### src/rtl/condicionador_sensores_if.sv
// rtl/condicionador_sensores_if.sv - raw sensor pins in, conditioned sensor bits out
// master drives the raw field pins; slave is the conditioning stage.
interface condicionador_sensores_if;
  logic H_raw;
  logic M_raw;
  logic L_raw;
  logic Ua_raw;
  logic Us_raw;
  logic T_raw;
  logic H;
  logic M;
  logic L;
  logic Ua;
  logic Us;
  logic T;
  logic V;
  logic erro_sens;
  logic atualizado;

  modport master (
    output H_raw, M_raw, L_raw, Ua_raw, Us_raw, T_raw,
    input  H, M, L, Ua, Us, T, V, erro_sens, atualizado
  );

  modport slave (
    input  H_raw, M_raw, L_raw, Ua_raw, Us_raw, T_raw,
    output H, M, L, Ua, Us, T, V, erro_sens, atualizado
  );
endinterface

### src/rtl/condicionador_sensores.sv
// rtl/condicionador_sensores.sv - sensor sync/debounce and tank-level plausibility stage
// Define SENSOR_FAULT_LATCH_EN to make erro_sens sticky until reiniciar.
module condicionador_sensores #(
  parameter int DEB_CYCLES   = 50000,
  parameter int CNT_W        = 16,
  parameter int FAULT_CYCLES = 8
) (
  input logic clk,
  input logic reiniciar,
  condicionador_sensores_if.slave sens
);
  localparam int N_LANES = 6;
  localparam int FCNT_W  = $clog2(FAULT_CYCLES + 1);
  localparam logic [CNT_W-1:0]  DEB_LAST  = CNT_W'(DEB_CYCLES - 1);
  localparam logic [FCNT_W-1:0] FAULT_SAT = FCNT_W'(FAULT_CYCLES);

  // Lane order: {H, M, L, Ua, Us, T}
  logic [N_LANES-1:0] raw;
  logic [N_LANES-1:0] sync1_q;
  logic [N_LANES-1:0] sync2_q;
  logic [N_LANES-1:0] deb_q;
  logic [N_LANES-1:0] deb_d;
  logic [N_LANES-1:0] prev_q;
  logic [CNT_W-1:0]   cnt_q [N_LANES];
  logic [CNT_W-1:0]   cnt_d [N_LANES];
  logic [FCNT_W-1:0]  fcnt_q;
  logic [FCNT_W-1:0]  fcnt_d;
  logic               erro_q;
  logic               erro_d;
  logic               v_q;
  logic               v_d;
  logic               atual_q;
  logic               atual_d;
  logic               level_valid;

  assign raw = {sens.H_raw, sens.M_raw, sens.L_raw, sens.Ua_raw, sens.Us_raw, sens.T_raw};

  always_comb begin
    deb_d = deb_q;
    for (int i = 0; i < N_LANES; i++) begin
      cnt_d[i] = '0;
      if (sync2_q[i] != deb_q[i]) begin
        if (cnt_q[i] == DEB_LAST) begin
          deb_d[i] = sync2_q[i];
        end else begin
          cnt_d[i] = cnt_q[i] + 1'b1;
        end
      end
    end
  end

  // Float switches fill bottom-up, so only thermometer-coded levels are plausible.
  always_comb begin
    level_valid = 1'b0;
    case (deb_q[5:3])
      3'b000, 3'b001, 3'b011, 3'b111: level_valid = 1'b1;
      default:                        level_valid = 1'b0;
    endcase
  end

  always_comb begin
    fcnt_d = '0;
    if (!level_valid) begin
      fcnt_d = (fcnt_q == FAULT_SAT) ? fcnt_q : fcnt_q + 1'b1;
    end
    erro_d = (fcnt_d == FAULT_SAT);
`ifdef SENSOR_FAULT_LATCH_EN
    if (erro_q) begin
      fcnt_d = fcnt_q;
      erro_d = 1'b1;
    end
`endif
    v_d     = (deb_d[5:3] == 3'b000) && !erro_d;
    atual_d = |(deb_q ^ prev_q);
  end

  always_ff @(posedge clk or negedge reiniciar) begin
    if (!reiniciar) begin
      sync1_q <= '0;
      sync2_q <= '0;
      deb_q   <= '0;
      prev_q  <= '0;
      for (int i = 0; i < N_LANES; i++) begin
        cnt_q[i] <= '0;
      end
      fcnt_q  <= '0;
      erro_q  <= 1'b0;
      v_q     <= 1'b0;
      atual_q <= 1'b0;
    end else begin
      sync1_q <= raw;
      sync2_q <= sync1_q;
      deb_q   <= deb_d;
      prev_q  <= deb_q;
      for (int i = 0; i < N_LANES; i++) begin
        cnt_q[i] <= cnt_d[i];
      end
      fcnt_q  <= fcnt_d;
      erro_q  <= erro_d;
      v_q     <= v_d;
      atual_q <= atual_d;
    end
  end

  assign sens.H          = deb_q[5];
  assign sens.M          = deb_q[4];
  assign sens.L          = deb_q[3];
  assign sens.Ua         = deb_q[2];
  assign sens.Us         = deb_q[1];
  assign sens.T          = deb_q[0];
  assign sens.V          = v_q;
  assign sens.erro_sens  = erro_q;
  assign sens.atualizado = atual_q;
endmodule

### src/flat_wrapper.sv
// flat-port wrapper written by rule: the top's interface ports become plain ports
module condicionador_sensores_flat 
#(
  parameter int DEB_CYCLES   = 50000,
  parameter int CNT_W        = 16,
  parameter int FAULT_CYCLES = 8
)
  (clk, reiniciar, sens_H_raw, sens_M_raw, sens_L_raw, sens_Ua_raw, sens_Us_raw, sens_T_raw, sens_H, sens_M, sens_L, sens_Ua, sens_Us, sens_T, sens_V, sens_erro_sens, sens_atualizado);
  condicionador_sensores_if sens_i ();
  input logic clk;
  input logic reiniciar;
  input wire logic [$bits(sens_i.H_raw)-1:0] sens_H_raw;
  input wire logic [$bits(sens_i.M_raw)-1:0] sens_M_raw;
  input wire logic [$bits(sens_i.L_raw)-1:0] sens_L_raw;
  input wire logic [$bits(sens_i.Ua_raw)-1:0] sens_Ua_raw;
  input wire logic [$bits(sens_i.Us_raw)-1:0] sens_Us_raw;
  input wire logic [$bits(sens_i.T_raw)-1:0] sens_T_raw;
  output wire logic [$bits(sens_i.H)-1:0] sens_H;
  output wire logic [$bits(sens_i.M)-1:0] sens_M;
  output wire logic [$bits(sens_i.L)-1:0] sens_L;
  output wire logic [$bits(sens_i.Ua)-1:0] sens_Ua;
  output wire logic [$bits(sens_i.Us)-1:0] sens_Us;
  output wire logic [$bits(sens_i.T)-1:0] sens_T;
  output wire logic [$bits(sens_i.V)-1:0] sens_V;
  output wire logic [$bits(sens_i.erro_sens)-1:0] sens_erro_sens;
  output wire logic [$bits(sens_i.atualizado)-1:0] sens_atualizado;
  assign sens_i.H_raw = sens_H_raw;
  assign sens_i.M_raw = sens_M_raw;
  assign sens_i.L_raw = sens_L_raw;
  assign sens_i.Ua_raw = sens_Ua_raw;
  assign sens_i.Us_raw = sens_Us_raw;
  assign sens_i.T_raw = sens_T_raw;
  assign sens_H = sens_i.H;
  assign sens_M = sens_i.M;
  assign sens_L = sens_i.L;
  assign sens_Ua = sens_i.Ua;
  assign sens_Us = sens_i.Us;
  assign sens_T = sens_i.T;
  assign sens_V = sens_i.V;
  assign sens_erro_sens = sens_i.erro_sens;
  assign sens_atualizado = sens_i.atualizado;
  condicionador_sensores #(.DEB_CYCLES(DEB_CYCLES), .CNT_W(CNT_W), .FAULT_CYCLES(FAULT_CYCLES)) u_core (.clk(clk), .reiniciar(reiniciar), .sens(sens_i));
endmodule
### config.mk
export PLATFORM = sky130hd
export DESIGN_NAME = condicionador_sensores_flat
export DESIGN_NICKNAME = d
export VERILOG_FILES = /design/src/rtl/condicionador_sensores_if.sv /design/src/rtl/condicionador_sensores.sv /design/src/flat_wrapper.sv
export SDC_FILE = /design/constraint.sdc
export NUM_CORES = 1
export LEC_CHECK = 0
export BUFFER_PORTS_ARGS = -buffer_cell sky130_fd_sc_hd__buf_2
export CORE_MARGIN = 2
export CORE_UTILIZATION = 45
export CTS_CLUSTER_DIAMETER = 50
export CTS_CLUSTER_SIZE = 10
export DETAILED_ROUTE_END_ITERATION = 8
export MAX_ROUTING_LAYER = met4
export PLACE_DENSITY = 0.61
export SLEW_MARGIN = 10
export SYNTH_ARGS = -nofsm -noshare
export SYNTH_HDL_FRONTEND = slang
export SYNTH_SLANG_ARGS = --single-unit
### constraint.sdc
create_clock -name clk -period 3.3 [get_ports clk]
set_input_delay 0.825 -clock clk [delete_from_list [all_inputs] [get_ports clk]]
set_output_delay 0.825 -clock clk [all_outputs]
set_load 0.02 [all_outputs]
==> impl_metrics.csv, run 1 <==
group,metric,value,unit
yosys,ys_types,37,
sta,period_minus_slack,2120,ps
sta,whs,347,ps
yosys,syn_inst,545,
worst_setup_path,start_kind,"register",
sta,tightest_slew,696,ps
routing,ant_nets,0,
hold_path,min_path_type,"reg -> reg",
sta,layout_worst_path_cycle_share,0.642,
floorplan,die_w,117,um
worst_setup_path,slowest_stage,"or4_4",
floorplan,num_rows,41,
place,dp_hpwl,6770,um
flow_run,drv_cap,0,
yosys,synth_top_area_frac,0.552,
worst_setup_path,critPathMaxFanout,6,
floorplan,start_util,0.458,
final_layout,final_common_cell,"dfrtp_1",
cts,htreeDepth,4,
cts,postCtsSetupBuffers,0,
cts,cts_tree,"built",
worst_setup_path,path_class,"reg -> reg",
sta,hold_violations,0,
routing,met1_length,5050,um
yosys,synthTopCellsByArea,"dfrtp_1, xnor2_1, nor2_1",
routing,first_pass_iters,4,
global_route,grt.overflow.total,0,
cts,cts_sinks,127,
place,placed_cell_area,6050,um2
cts,ctsResizeCount,0,
yosys,syn-cell-area,5750,um2
routing,drc,0,
power,total_power,3.43,mW
cts,hold_buffers,0,
cts,cts_max_path_buffers,2,
routing,totalWireLength,10300,um
floorplan,dieArea,13700,um2
worst_setup_path,critPathMaxStageDelay,560,ps
routing,routed-via-count,3940,
routing,wl_met2,4740,um
final_layout,design_area,6610,um2
cts,clock_latency,410,ps
yosys,syn_area_per_cell,10.6,um2
final_layout,drive_above_1_share,0.0952,
final_layout,nets,592,
global_route,grt_max_degree,91,
outcome,status,"finished clean",
routing,drtIter0Drc,266,
cts,cts_buffers,17,
floorplan,die_h,117,um
cts,cts.clk_slew.worst_paths,60,ps
yosys,syn_nets,561,
yosys,yosysTopAreaCell,"dfrtp_1",
sta,max_slew_margin,0.524,
global_route,grt_pass1_wl,17900,um
power,p_leak,2.75,nW
worst_setup_path,worstPathRequired,3630,ps
sta,setup_viol,0,
worst_setup_path,arrival,2440,ps
global_route,grt_pass1_vias,3827,
sta,fin_skew,6.01,ps
yosys,synth-seq-area-share,0.552,
final_layout,diodes,0,
cts,cts-root-buf,"clkbuf_16",
sta,finalMaxSlewViolations,0,
global_route,antenna_found_initial,0,
routing,route.met3.wl,366,um
sta,setup_tns,0,ps
routing,highest_layer,"met4",
final_layout,area_delta_synth_final,14.9,%
sta,max_freq,472,MHz
floorplan,core,12600,um2
floorplan,io_pins,17,
routing,vias_per_cell,5.18,
global_route,grt.total_usage,0.173,
place,place_congestion,0.777,
yosys,yosysWarnings,0,
yosys,ys_ff_latch,127,
power,ir_drop,334,uV
sta,rsz0062_at_grt,"false",
routing,wire_per_inst,13.6,um
place,numPortBuffers,16,
worst_setup_path,crit_path_end_kind,"register",
worst_setup_path,path_cells,"or4b_1, or4_4, mux2_4, nor4_2",
power,powerDensity,519,nW/um2
final_layout,layout_common_cells,"dfrtp_1, nor2_1, xnor2_1",
==> layout make-up <==
class	instances	area [um2]
multi-input cells	396	2490
fillers	1079	5960
clock inverters	12	114
clock buffers	19	443
inverters	16	60.1
well taps	172	215
flip-flops and latches	127	3180
repair buffers	18	110
==> per-stage QoR <==
step | worst slack (ps) | instances | util
floorplan | 1250 | 545 | -
CTS | 1160 | 760 | 0.526
global route | 1030 | 760 | 0.526
detailed placement | 1170 | 729 | 0.482
finish | 1180 | 760 | 0.526
global placement | 1200 | 729 | 0.482
==> cells in the mapped netlist <==
| cell type | count |
|---|---|
| o31ai_1 | 2 |
| clkbuf_1 | 4 |
| a21oi_1 | 7 |
| nor2b_1 | 1 |
| nand3b_1 | 2 |
| nor4_2 | 1 |
| and4_1 | 5 |
| or4b_1 | 4 |
| a2111oi_0 | 1 |
| nor4b_1 | 3 |
| nand4bb_1 | 2 |
| and3_1 | 10 |
| o31a_1 | 1 |
| a31o_2 | 1 |
| mux2_2 | 4 |
| nor4_1 | 17 |
| ha_1 | 8 |
| or3_1 | 4 |
| inv_1 | 16 |
| nor2_1 | 101 |
| o21ai_0 | 4 |
| nor4bb_1 | 6 |
| or4_4 | 1 |
| nand2_1 | 29 |
| nand4b_1 | 2 |
| xor2_1 | 32 |
| dfrtp_1 | 127 |
| mux2_4 | 1 |
| xnor2_1 | 60 |
| nand2b_1 | 1 |
| nand3_1 | 33 |
| nand4_1 | 26 |
| or4_1 | 5 |
| mux2_1 | 1 |
| buf_2 | 2 |
| nor3_1 | 18 |
| and2_1 | 3 |
==> power by group <==
| group | total [mW] | internal [mW] | leakage (nW) | switching, mW |
|---|---|---|---|---|
| sequential | 1.61 | 1.58 | 1.73 | 0.0221 |
| clock | 1.74 | 1.05 | 0.250 | 0.691 |
| combinational | 0.0847 | 0.0252 | 0.777 | 0.0596 |
| total | 3.43 | 2.66 | 2.75 | 0.772 |
==> final timing paths <==
check / start / slack [ps] / depth (start not counted) / end
max in group asynchronous: reiniciar / 2480 / 2 / u_core.cnt_q[22]$_DFF_PN0_
worst max register to register: u_core.cnt_q[23]$_DFF_PN0_ / 1180 / 4 / u_core.sens.V$_DFF_PN0_
worst max-delay path: u_core.cnt_q[23]$_DFF_PN0_ / 1180 / 4 / u_core.sens.V$_DFF_PN0_
worst min-delay path: u_core.sync1_q[4]$_DFF_PN0_ / 350 / 0 / u_core.sync2_q[4]$_DFF_PN0_
worst min register to register: u_core.sync1_q[4]$_DFF_PN0_ / 350 / 0 / u_core.sync2_q[4]$_DFF_PN0_
min in group asynchronous: reiniciar / 440 / 2 / u_core.sync2_q[1]$_DFF_PN0_
==> registers in the layout (all words and copies together) (netlist names) <==
signal,cells
u_core.cnt_q,96
u_core.deb_q,6
u_core.fcnt_q,4
u_core.prev_q,6
u_core.sens.V,1
u_core.sens.atualizado,1
u_core.sens.erro_sens,1
u_core.sync1_q,6
u_core.sync2_q,6
==> worst max-delay path, delay by kind of cell (launching register included) <==
family | cells | cell delay, ps
multiplexers | 1 | 330
flip-flops | 1 | 430
AND/OR/NAND/NOR | 3 | 1270
==> cell families (layout without fill, tap and decap cells) <==
logic type	Yosys count	in the layout	synth area share
compound gates	16	16	0.0167
xor+xnor	92	92	0.140
fa+ha+maj	8	8	0.0174
buf+inv	22	65	0.0148
flops	127	127	0.552
mux	6	6	0.0124
simple gates	274	274	0.246
==> routing by layer <==
metal / vias to the layer above / track usage
met1: 1905 / 0.230
met3: 17 / 0.0541
met2: 60 / 0.253
met5: - / -
li1: 1958 / -
met4: 0 / 0.0612
Power figures use the tool's default switching activity.
==> inputs of run 2 (changes only) <==
ABC_AREA = 1   (was not set)
clock period = 2.09 ns   (was 3.3 ns; I/O delays follow)
==> run 2 against run 1 <==
Combinational power is 96% higher. Register-to-register slack worse by 620 ps. Area after synthesis is 8.2% higher. Final area is 8.9% higher. Critical path depth is 3 lower. Worst setup slack worse by 720 ps. Sequential power is 57% higher. Power is 70% higher. Routed wire length is 13% higher. Via count is 21% higher. Sequential share of layout area is 3.9 points lower. Largest cell class unchanged. Largest power group unchanged.
==> impl_metrics.csv, run 2 <==
group,metric,value,unit
power,ir_drop,532,uV
sta,finalMaxSlewViolations,0,
final_layout,nets,797,
sta,period_minus_slack,1630,ps
sta,max_freq,614,MHz
worst_setup_path,path_buf_inv,1,
final_layout,utilization,0.537,
sta,hold_violations,0,
place,placed_cell_area,6560,um2
routing,drtIter0Drc,336,
power,p_leak,3.34,nW
yosys,syn_nets,761,
sta,fin_skew,5.57,ps
yosys,yosysTopAreaCell,"dfrtp_1",
yosys,synth.cells.most_frequent,"nor2_1, nand2_1, dfrtp_1, inv_1, nand3_1",
worst_setup_path,path_cells,"buf_2",
worst_setup_path,arrival,1100,ps
place,dp_hpwl,8310,um
global_route,grt_max_degree,52,
sta,setup_tns,0,ps
cts,cts-root-buf,"clkbuf_16",
worst_setup_path,path_class,"reg -> out",
yosys,synthTopCellsByArea,"dfrtp_1, nor2_1, nand2_1",
floorplan,core,13400,um2
yosys,synth_most_common_cell,"nor2_1",
place,numPortBuffers,16,
yosys,yosysWarnings,0,
yosys,syn_inst,745,
final_layout,final_common_cell,"nor2_1",
yosys,syn-cell-area,6220,um2
final_layout,design_area,7200,um2
worst_setup_path,crit_path_end_kind,"output port",
sta,max_slew_margin,0.677,
power,powerDensity,812,nW/um2
cts,hold_buffers,0,
cts,htreeDepth,4,
routing,first_pass_iters,4,
flow_run,drv_cap,0,
worst_setup_path,startpoint,"u_core.deb_q[5]$_DFF_PN0_",
routing,totalWireLength,11600,um
cts,clock_latency,410,ps
yosys,synth-seq-area-share,0.511,
floorplan,die_w,122,um
routing,drc,0,
worst_setup_path,worstPathRequired,1570,ps
yosys,ys_types,35,
yosys,synth_ff_type,"dfrtp_1",
sta,rsz0062_at_grt,"false",
final_layout,diodes,0,
worst_setup_path,crit_family,"flip-flops",
routing,ant_nets,0,
yosys,ys_ff_latch,127,
routing,routed-via-count,4769,
cts,cts_tree,"built",
global_route,antenna_found_initial,0,
floorplan,start_util,0.464,
sta,layout_worst_path_cycle_share,0.779,
cts,ctsResizeCount,0,
global_route,grt.total_usage,0.183,
sta,setup_viol,0,
final_layout,layout_common_cells,"nor2_1, nand2_1, dfrtp_1",
floorplan,dieArea,14800,um2
global_route,grt_pass1_wl,20900,um
yosys,synth_edf_count,0,
yosys,async_reset_ff_frac,1.00,
final_layout,regMostFlops,"u_core.cnt_q",
routing,vias_per_cell,4.92,
cts,cts_buffers,17,
place,dp_slack,577,ps
cts,cts_sinks,127,
final_layout,drive_above_1_share,0.126,
floorplan,die_h,122,um
sta,tightest_slew,480,ps
floorplan,io_pins,17,
global_route,grt.overflow.total,0,
final_layout,largest_reg_flops,96,
cts,postCtsSetupBuffers,0,
yosys,syn_area_per_cell,8.35,um2
worst_setup_path,start_kind,"register",
floorplan,num_rows,42,
global_route,grt_pass1_vias,4704,
cts,cts_max_path_buffers,2,
cts,cts.clk_slew.worst_paths,60,ps
final_layout,final.fill_count,1212,
worst_setup_path,reg2reg_from,"u_core.cnt_q[32]$_DFF_PN0_",
worst_setup_path,critPathMaxFanout,6,
routing,wire_per_inst,12.0,um
sta,worst_slack,463,ps
outcome,status,"finished clean",
place,place_congestion,0.920,
yosys,synth_top_area_frac,0.511,
final_layout,area_delta_synth_final,15.7,%
worst_setup_path,slowest_stage,"dfrtp_1",
hold_path,min_path_type,"in -> async",
worst_setup_path,critPathMaxStageDelay,460,ps
[run 2: cell type report]
cell class,instances,area (um2),area share
Clock buffer,19,453,0.0629
Multi-Input combinational cell,518,2670,0.371
Timing Repair Buffer,18,123,0.0170
Clock inverter,12,185,0.0257
Tap cell,176,220,0.0306
Inverter,99,372,0.0516
Sequential cell,127,3180,0.441
[run 2: logic make-up after synthesis]
| family | share of synthesized area |
|---|---|
| flip-flops | 0.511 |
| AO/OA/AOI/OAI | 0.0493 |
| AND/OR/NAND/NOR | 0.314 |
| adder cells (fa/ha/maj) | 0.0161 |
| buffers and inverters | 0.0605 |
| XOR/XNOR | 0.0493 |
[run 2: power by group]
group	internal, mW	leakage [nW]	switching [mW]
Clock	2.06	0.298	1.09
Combinational	0.0501	1.32	0.116
Sequential	2.50	1.73	0.0271
Total	4.61	3.34	1.23
[run 2: final timing paths]
kind,slack (ps),to,cells after the start
max,460,sens_H,1
min,70,u_core.cnt_q[75]$_DFF_PN0_,1
max reg2reg,560,u_core.cnt_q[40]$_DFF_PN0_,8
min reg2reg,350,u_core.sync2_q[0]$_DFF_PN0_,0
max in group asynchronous,1390,u_core.deb_q[2]$_DFFE_PN0P_,2
min in group clk,210,u_core.sync1_q[5]$_DFF_PN0_,1
[run 2: routing by layer]
metal / vias up / global-route usage / wire length (um)
met5: - / - / 0
met4: 0 / 0.0675 / 226
met3: 22 / 0.0506 / 414
met2: 72 / 0.282 / 5370
met1: 2233 / 0.233 / 5600
li1: 2442 / - / -
[run 2: stage by stage]
stage,hold slack [ps],total power [mW],std cells
CTS,81.7,5.93,969
global route,94.5,6.08,969
floorplan,227,2.65,745
finish,68.6,5.84,969
detailed placement,336,2.74,938
global placement,335,2.74,938
==> inputs of run 3 (changes only) <==
PLACE_DENSITY = 0.63   (was 0.61)
clock period = 1.31 ns   (was 2.09 ns; I/O delays follow)
==> run 3 against run 2 <==
The flow now finishes with violations (negative setup slack). Register-to-register slack worse by 690 ps. Global-route usage is 2.4 points higher. Utilization is 13 points higher. Final area is 25% higher. Clock power is 52% higher. Largest power group unchanged.
==> impl_metrics.csv, run 3 (synthesized netlist as in run 2, its figures left out) <==
group,metric,value,unit
sta,finalMaxSlewViolations,0,
sta,tightest_slew,342,ps
final_layout,design_area,8990,um2
power,powerDensity,1040,nW/um2
sta,fin_skew,5.95,ps
place,place_congestion,0.859,
power,p_leak,4.10,nW
floorplan,start_util,0.464,
final_layout,regMostFlops,"u_core.cnt_q",
cts,cts-root-buf,"clkbuf_16",
sta,period_minus_slack,1440,ps
routing,drc,0,
final_layout,nets,917,
final_layout,diodes,0,
sta,setup_tns,-3470,ps
routing,totalWireLength,15100,um
sta,layout_worst_path_cycle_share,1.10,
floorplan,die_h,122,um
routing,first_pass_iters,5,
floorplan,die_w,122,um
sta,whs,15.9,ps
power,total_power,9.35,mW
cts,cts_tree,"built",
power,ir_drop,941,uV
cts,cts.clk_slew.worst_paths,50,ps
global_route,grt.overflow.total,0,
global_route,grt.total_usage,0.208,
global_route,antenna_found_initial,0,
flow_run,drv_cap,0,
cts,cts_buffers,17,
worst_setup_path,critPathMaxFanout,5,
worst_setup_path,rr_endpoint,"u_core.cnt_q[79]$_DFF_PN0_",
final_layout,drive_above_1_share,0.394,
outcome,violations,"negative setup slack",
worst_setup_path,start_kind,"register",
floorplan,core,13400,um2
worst_setup_path,reg2reg_from,"u_core.cnt_q[64]$_DFF_PN0_",
floorplan,dieArea,14800,um2
worst_setup_path,crit_path_end_kind,"register",
worst_setup_path,worstPathRequired,1610,ps
cts,cts_sinks,127,
floorplan,num_rows,42,
sta,max_freq,696,MHz
outcome,status,"finished, violations left",
global_route,grt_pass1_wl,23600,um
hold_path,whs_endpoint,"u_core.sync1_q[3]$_DFF_PN0_",
worst_setup_path,path_class,"reg -> reg",
cts,htreeDepth,4,
sta,rsz0062_at_grt,"true",
floorplan,io_pins,17,
final_layout,final_common_cell,"dfrtp_1",
place,dp_hpwl,9040,um
sta,setup_viol,63,
worst_setup_path,reg2regPathDepth,10,
worst_setup_path,arrival,1740,ps
hold_path,hold_start,"sens_L_raw",
routing,vias_per_cell,4.98,
sta,worst_slack,-127,ps
hold_path,hold_depth,1,
routing,wire_per_inst,13.9,um
place,dp_slack,-151,ps
routing,routed-via-count,5416,
global_route,grt_max_degree,37,
worst_setup_path,rrSetupSlack,-130,ps
final_layout,largest_reg_flops,96,
final_layout,area_delta_synth_final,44.4,%
hold_path,min_path_type,"in -> reg",
final_layout,layout_common_cells,"dfrtp_1, nor2_1, nand2_1",
sta,max_slew_margin,0.770,
place,placed_cell_area,7070,um2
global_route,grt_pass1_vias,5242,
sta,hold_violations,0,
routing,drtIter0Drc,285,
cts,cts_max_path_buffers,2,
routing,ant_nets,0,
cts,clock_latency,420,ps
place,numPortBuffers,16,
==> run 3: how the worst max path moves through the flow <==
stage | start | endpoint | slack (ps) | cells after the start
finish | u_core.cnt_q[64]$_DFF_PN0_ | u_core.cnt_q[79]$_DFF_PN0_ | -130 | 10
global route | u_core.cnt_q[80]$_DFF_PN0_ | u_core.cnt_q[84]$_DFF_PN0_ | -210 | 7
CTS | u_core.deb_q[5]$_DFF_PN0_ | sens_H | -110 | 1
detailed placement | u_core.cnt_q[17]$_DFF_PN0_ | u_core.cnt_q[26]$_DFF_PN0_ | -150 | 7
global placement | u_core.cnt_q[16]$_DFF_PN0_ | u_core.cnt_q[26]$_DFF_PN0_ | -110 | 7
floorplan | u_core.cnt_q[16]$_DFF_PN0_ | u_core.cnt_q[26]$_DFF_PN0_ | -20 | 7
==> run 3: layout make-up <==
type                    count  area (um2)
clock inverters             7         110
flip-flops and latches    127        3190
inverters                  99         389
repair buffers            137        1170
clock buffers              22         484
multi-input cells         519        3420
well taps                 176         220
fillers                  1009        4410
==> run 3: metrics by stage <==
step | util | cells
final | 0.671 | 1087
after global routing | 0.671 | 1087
after CTS | 0.613 | 1054
after detailed placement | 0.527 | 1000
after global placement | 0.527 | 1000
after floorplan | - | 745
==> run 3: timing repair <==
item                                   CTS  global route
setup endpoints to repair               85           101
pin swaps                               26            66
hold buffers                             5             0
cloned                                   0             1
resized for setup                      103           139
buffers inserted                        20            35
endpoints found under the hold margin   88             0
==> run 3: where the power goes <==
group	switching [mW]	internal (mW)	leakage, nW
clock network	1.64	3.15	0.297
logic	0.274	0.238	2.08
registers	0.0698	3.99	1.72
==> run 3: critical path: stages, from the launching register on <==
cell     delay [ps]
dfrtp_1         360
buf_4           110
buf_4            90
buf_4           110
nand3_2         100
inv_2           110
nand2_4          80
nor2_4          150
nand3_2          90
nand2_2          70
nor2_1           40
==> run 3: metal layers <==
| layer | vias up | part of all wire | GRT usage |
|---|---|---|---|
| li1 | 2683 | - | - |
| met1 | 2641 | 0.44 | 0.254 |
| met2 | 80 | 0.52 | 0.337 |
| met3 | 12 | 0.032 | 0.0566 |
| met4 | 0 | 0.0084 | 0.0661 |
| met5 | - | 0 | - |
